==> src/rtl/ccip_c0_rd_arbiter.sv <==
// ccip_c0_rd_arbiter: round-robin arbiter for two CCI-P channel-0 read requesters
// Shares the c0 read-request path between two requesters in the pClkDiv2 AFU domain.
// It respects c0tx almost-full and caps the number of outstanding reads. Each request is
// tagged with the requester ID in mdata[15], and responses are routed back by that bit.
// A drain handshake stops new grants until every outstanding read has been returned.
// Ports:
//   pClk, pck_cp2af_softReset          clock, synchronous active-high reset
//   rqN_valid/ready/addr/mdata         requester N request handshake (N=0,1)
//   c0tx_almfull, c0tx_valid/addr/mdata issued read request toward CCI-P
//   c0rx_rspvalid/mdata/data           read response from CCI-P
//   rspN_valid/mdata/data              routed response to requester N
//   drain_req, drain_done              quiesce handshake
//   outstanding, err_underflow         in-flight count, sticky underflow flag
//   stat0_grants, stat1_grants, stat_stall  statistics (built when C0_ARB_STATS_EN is defined)
// Optional feature macro: C0_ARB_STATS_EN
module ccip_c0_rd_arbiter #(
    parameter int MAX_OUTSTANDING = 64,
    localparam int CNT_W = $clog2(MAX_OUTSTANDING + 1)
) (
    input  logic             pClk,
    input  logic             pck_cp2af_softReset,
    input  logic             rq0_valid,
    output logic             rq0_ready,
    input  logic [41:0]      rq0_addr,
    input  logic [14:0]      rq0_mdata,
    input  logic             rq1_valid,
    output logic             rq1_ready,
    input  logic [41:0]      rq1_addr,
    input  logic [14:0]      rq1_mdata,
    input  logic             c0tx_almfull,
    output logic             c0tx_valid,
    output logic [41:0]      c0tx_addr,
    output logic [15:0]      c0tx_mdata,
    input  logic             c0rx_rspvalid,
    input  logic [15:0]      c0rx_mdata,
    input  logic [511:0]     c0rx_data,
    output logic             rsp0_valid,
    output logic [14:0]      rsp0_mdata,
    output logic [511:0]     rsp0_data,
    output logic             rsp1_valid,
    output logic [14:0]      rsp1_mdata,
    output logic [511:0]     rsp1_data,
    input  logic             drain_req,
    output logic             drain_done,
    output logic [CNT_W-1:0] outstanding,
    output logic             err_underflow,
    output logic [31:0]      stat0_grants,
    output logic [31:0]      stat1_grants,
    output logic [31:0]      stat_stall
);
    typedef enum logic [1:0] {RUN, DRAIN, DRAINED} state_t;
    state_t state;
    logic rrPtr;
    logic eligible, grant0, grant1, grant, rspTo0, rspTo1;
    // Gating with reset keeps ready low while reset is held.
    always_comb begin
        eligible = !pck_cp2af_softReset && state == RUN && !c0tx_almfull
                   && outstanding < CNT_W'(MAX_OUTSTANDING);
        grant0   = rq0_valid && eligible && (!rq1_valid || !rrPtr);
        grant1   = rq1_valid && eligible && (!rq0_valid || rrPtr);
        grant    = grant0 || grant1;
        rspTo0   = c0rx_rspvalid && !c0rx_mdata[15];
        rspTo1   = c0rx_rspvalid && c0rx_mdata[15];
    end
    assign rq0_ready = grant0;
    assign rq1_ready = grant1;
    always_ff @(posedge pClk) begin
        if (pck_cp2af_softReset) begin
            state      <= RUN;
            drain_done <= 1'b0;
        end else begin
            case (state)
                RUN:     if (drain_req) state <= DRAIN;
                DRAIN:   if (outstanding == '0) begin
                             state      <= DRAINED;
                             drain_done <= 1'b1;
                         end
                DRAINED: if (!drain_req) begin
                             state      <= RUN;
                             drain_done <= 1'b0;
                         end
                default: state <= RUN;
            endcase
        end
    end
    always_ff @(posedge pClk) begin
        if (pck_cp2af_softReset) begin
            rrPtr         <= 1'b0;
            c0tx_valid    <= 1'b0;
            c0tx_addr     <= '0;
            c0tx_mdata    <= '0;
            outstanding   <= '0;
            err_underflow <= 1'b0;
            rsp0_valid    <= 1'b0;
            rsp0_mdata    <= '0;
            rsp0_data     <= '0;
            rsp1_valid    <= 1'b0;
            rsp1_mdata    <= '0;
            rsp1_data     <= '0;
        end else begin
            // After any grant the pointer prefers the requester that did not win.
            if (grant) rrPtr <= grant0;
            c0tx_valid <= grant;
            if (grant) begin
                c0tx_addr  <= grant1 ? rq1_addr : rq0_addr;
                c0tx_mdata <= grant1 ? {1'b1, rq1_mdata} : {1'b0, rq0_mdata};
            end
            if (grant && !c0rx_rspvalid)
                outstanding <= outstanding + CNT_W'(1);
            else if (!grant && c0rx_rspvalid && outstanding != '0)
                outstanding <= outstanding - CNT_W'(1);
            if (c0rx_rspvalid && outstanding == '0) err_underflow <= 1'b1;
            rsp0_valid <= rspTo0;
            rsp1_valid <= rspTo1;
            if (rspTo0) begin
                rsp0_mdata <= c0rx_mdata[14:0];
                rsp0_data  <= c0rx_data;
            end
            if (rspTo1) begin
                rsp1_mdata <= c0rx_mdata[14:0];
                rsp1_data  <= c0rx_data;
            end
        end
    end
`ifdef C0_ARB_STATS_EN
    // Saturating counters; a stall is a pending request refused while running.
    always_ff @(posedge pClk) begin
        if (pck_cp2af_softReset) begin
            stat0_grants <= '0;
            stat1_grants <= '0;
            stat_stall   <= '0;
        end else begin
            if (grant0 && stat0_grants != '1) stat0_grants <= stat0_grants + 32'd1;
            if (grant1 && stat1_grants != '1) stat1_grants <= stat1_grants + 32'd1;
            if (state == RUN && (rq0_valid || rq1_valid) && !eligible && stat_stall != '1)
                stat_stall <= stat_stall + 32'd1;
        end
    end
`else
    assign stat0_grants = '0;
    assign stat1_grants = '0;
    assign stat_stall   = '0;
`endif
endmodule

==> config.mk <==
export PLATFORM = sky130hd
export DESIGN_NAME = ccip_c0_rd_arbiter
export DESIGN_NICKNAME = d
export VERILOG_FILES = /design/src/rtl/ccip_c0_rd_arbiter.sv
export SDC_FILE = /design/constraint.sdc
export NUM_CORES = 2
export LEC_CHECK = 0
export ABC_AREA = 0
export BUFFER_PORTS_ARGS = -buffer_cell sky130_fd_sc_hd__buf_2
export CAP_MARGIN = 40
export CORE_AREA = 4 4 731 733
export DETAILED_ROUTE_END_ITERATION = 12
export DIE_AREA = 0 0 735 737
export GPL_TIMING_DRIVEN = 0
export SLEW_MARGIN = 20
export SYNTH_ARGS = -nofsm -noshare
export SYNTH_HDL_FRONTEND = slang
export SYNTH_SLANG_ARGS = --single-unit
==> constraint.sdc <==
create_clock -name pClk -period 5.4 [get_ports pClk]
set_input_delay 1.08 -clock pClk [delete_from_list [all_inputs] [get_ports pClk]]
set_output_delay 1.08 -clock pClk [all_outputs]
set_load 0.02 [all_outputs]
==> impl_metrics.env <==
export IMPL_register_area_sq_mm=0.0226
export IMPL_clock_sinks=1127
export IMPL_grt_pass1_vias=43100
export IMPL_synth_top_family_by_area="simple AND/OR/NAND/NOR gates"
export IMPL_first_iter_violations=3972
export IMPL_io_pins=1871
export IMPL_vias=45700
export IMPL_clk_path_buf_depth=4
export IMPL_critPathMaxFanout=10
export IMPL_yosysSeqAreaShare=0.569
export IMPL_max_freq_ghz=0.233
export IMPL_synthSimpleGateAreaFrac=0.209
export IMPL_gr_total_overflow=0
export IMPL_firstDrtPassIters=5
export IMPL_cap_violations=0
export IMPL_power_density_mw_per_mm2=376
export IMPL_finalCriticalPeriod_ps=4300
export IMPL_grt_pass1_wl_um=557000
export IMPL_antenna_found_initial=202
export IMPL_synth_main_ff_cell="dfxtp_1"
export IMPL_die_h_um=737
export IMPL_ant_nets=0
export IMPL_synth_area_sq_mm=0.0397
export IMPL_grt_max_degree=14
export IMPL_synth_distinct_cells=37
export IMPL_fillers=61600
export IMPL_start_util=0.0752
export IMPL_end_kind="output port"
export IMPL_synth_area_leaders="dfxtp_1, nand2_1, a21oi_1"
export IMPL_final_nets=7755
export IMPL_synth_xor_area_frac=0.000662
export IMPL_drive_gt1_frac=0.309
export IMPL_gp_congestion=1.05
export IMPL_maxSlewHeadroom=0.385
export IMPL_synth_compound_area_frac=0.149
export IMPL_grt_total_usage=0.164
export IMPL_leakage_nw=26.6
export IMPL_post_cts_buffers=0
export IMPL_htreeDepth=4
export IMPL_ctsResizeCount=0
export IMPL_finalMaxSlewViolations=0
export IMPL_hpwlAfterDp_um=416000
export IMPL_cts_tree="yes"
export IMPL_muxShareOfSynthArea=0.0157
export IMPL_ys_ff_latch=1127
export IMPL_cts_clk_slew_worst_paths_ps=60
export IMPL_fp_row_count=267
export IMPL_async_flop_share=0
export IMPL_rsz0062_at_grt="no"
export IMPL_port_buffers=1774
export IMPL_routedWlPerCell_um=32.7
export IMPL_period_share=0.796
export IMPL_core_sq_mm=0.528
export IMPL_cts_buffers=156
export IMPL_dieArea_sq_mm=0.542
export IMPL_netlist_top_cells_count="nand2_1, dfxtp_1, a21oi_1, clkbuf_1, buf_4"
export IMPL_synthAdderAreaFrac=0.00208
export IMPL_cts_hold_buf=0
export IMPL_crit_required_ps=4320
export IMPL_multiInputGateArea_sq_mm=0.0153
export IMPL_finalPower_mw=24.1
export IMPL_vias_per_cell=3.20
export IMPL_synth_edf_count=0
export IMPL_clkLatencyLatePin_ps=830
export IMPL_wl_um=466000
export IMPL_drc=0
export IMPL_areaGrowthSynthToFinish_pct=61.0
export IMPL_hold_viol=0
export IMPL_cp_start_kind="register"
export IMPL_ir_worst_vdd_mv=0.221
export IMPL_hold_path_class="register to register"
export IMPL_skew_ps=13.3
export IMPL_synth_top_area_cell="dfxtp_1"
export IMPL_synth_most_common_cell="nand2_1"
export IMPL_synth_cells=5020
export IMPL_yosys_warnings=0
export IMPL_clockRootBuffer="clkbuf_16"
export IMPL_crit_type="register to output port"
export IMPL_finalSetupViolCount=0
export IMPL_status="complete, no violations"
export IMPL_fp_dieW_um=735
export IMPL_fin_util=0.121
export IMPL_tightest_slew_ps=922
export IMPL_yosysTopAreaCellShare=0.569
export IMPL_syn_avg_cell_area_sq_um=7.91
export IMPL_cp_data_arrival_time_ps=3220
-- final cells by class --
class	instances	share of cell area
Sequential cell	1127	0.353
Tap cell	6994	0.137
Multi-Input combinational cell	3509	0.239
Clock buffer	202	0.0674
Antenna cell	65	0.00255
Clock inverter	71	0.0130
Timing Repair Buffer	1827	0.152
Inverter	4	0.000235
Buffer	475	0.0350
-- cells by family after synthesis --
family	after synthesis
AO/OA/AOI/OAI	1142
XOR/XNOR	3
adder cells (fa/ha/maj)	6
buffers and inverters	479
flip-flops	1127
multiplexers	62
other	1
AND/OR/NAND/NOR	2200
-- sequential cells by signal, indices dropped and copies added, names as in the netlist --
signal / cells
rsp0_valid: 1
c0tx_mdata: 16
rsp1_mdata: 15
drain_done: 1
rsp0_data: 512
outstanding: 7
rsp1_data: 512
rrPtr: 1
c0tx_valid: 1
state: 2
rsp0_mdata: 15
err_underflow: 1
c0tx_addr: 42
rsp1_valid: 1
-- critical path: stages, from the launching register on --
cell and delay [ps]:
dfxtp_1 350, or4_4 620, or2_1 260, or2_1 240, clkbuf_1 220, buf_6 230, buf_6 180, inv_1 60
buf_2 190
-- worst paths after layout --
| check | start | cells past startpoint | slack [ps] | end |
|---|---|---|---|---|
| setup / recovery | outstanding[6] | 8 | 1100 | rq1_ready |
| hold / removal | rsp0_data[301] | 2 | 450 | rsp0_data[301] |
| setup reg to reg | outstanding[6] | 9 | 2190 | outstanding[6] |
| hold reg to reg | rsp0_data[301] | 2 | 450 | rsp0_data[301] |
-- layer usage --
layer  track usage  share of wire  vias up
met4        0.0692          0.054       70
met5             0        0.00097        -
met2         0.264           0.44     2564
met3        0.0719           0.11      698
li1              -              -    20400
met1         0.190           0.39    22000
-- placed cells by master (no fill, tap or decap), types with 3 or more instances in the layout --
| cell | instances |
|---|---|
| nor2_1 | 74 |
| buf_4 | 96 |
| a211oi_1 | 61 |
| nand2_1 | 2110 |
| bufinv_16 | 10 |
| clkbuf_2 | 47 |
| dfxtp_1 | 1127 |
| buf_8 | 5 |
| clkbuf_8 | 21 |
| inv_6 | 12 |
| buf_16 | 9 |
| xnor2_1 | 3 |
| diode_2 | 65 |
| buf_2 | 1778 |
| clkbuf_16 | 157 |
| ha_1 | 5 |
| clkbuf_1 | 335 |
| a21oi_1 | 1063 |
| nor2b_1 | 3 |
| clkinv_4 | 11 |
| clkinv_2 | 19 |
| buf_6 | 31 |
| clkinv_8 | 4 |
| buf_12 | 11 |
| inv_1 | 4 |
| buf_1 | 12 |
| mux2i_1 | 60 |
| o21ai_0 | 8 |
| conb_1 | 96 |
| clkinvlp_4 | 10 |
-- power by group --
part	switching [mW]	internal [mW]
clock network	4.64	6.17
logic	3.16	1.04
registers	0.276	8.77
total	8.07	16.0
-- per-stage QoR --
stage          TNS (ps)  hold slack (ps)  instance area, sq um  setup slack, ps  std cells
2_1_floorplan         0              461                 40000             1810       5115
3_3_place_gp    -585110              440                 57700            -2330      13900
3_5_place_dp          0              443                 58600              974      13900
4_1_cts               0              316                 63700             1000      14200
5_1_grt               0              371                 63800              955      14200
6_report              0              448                 63900             1100      14300
(Power assumes the default switching activity.)
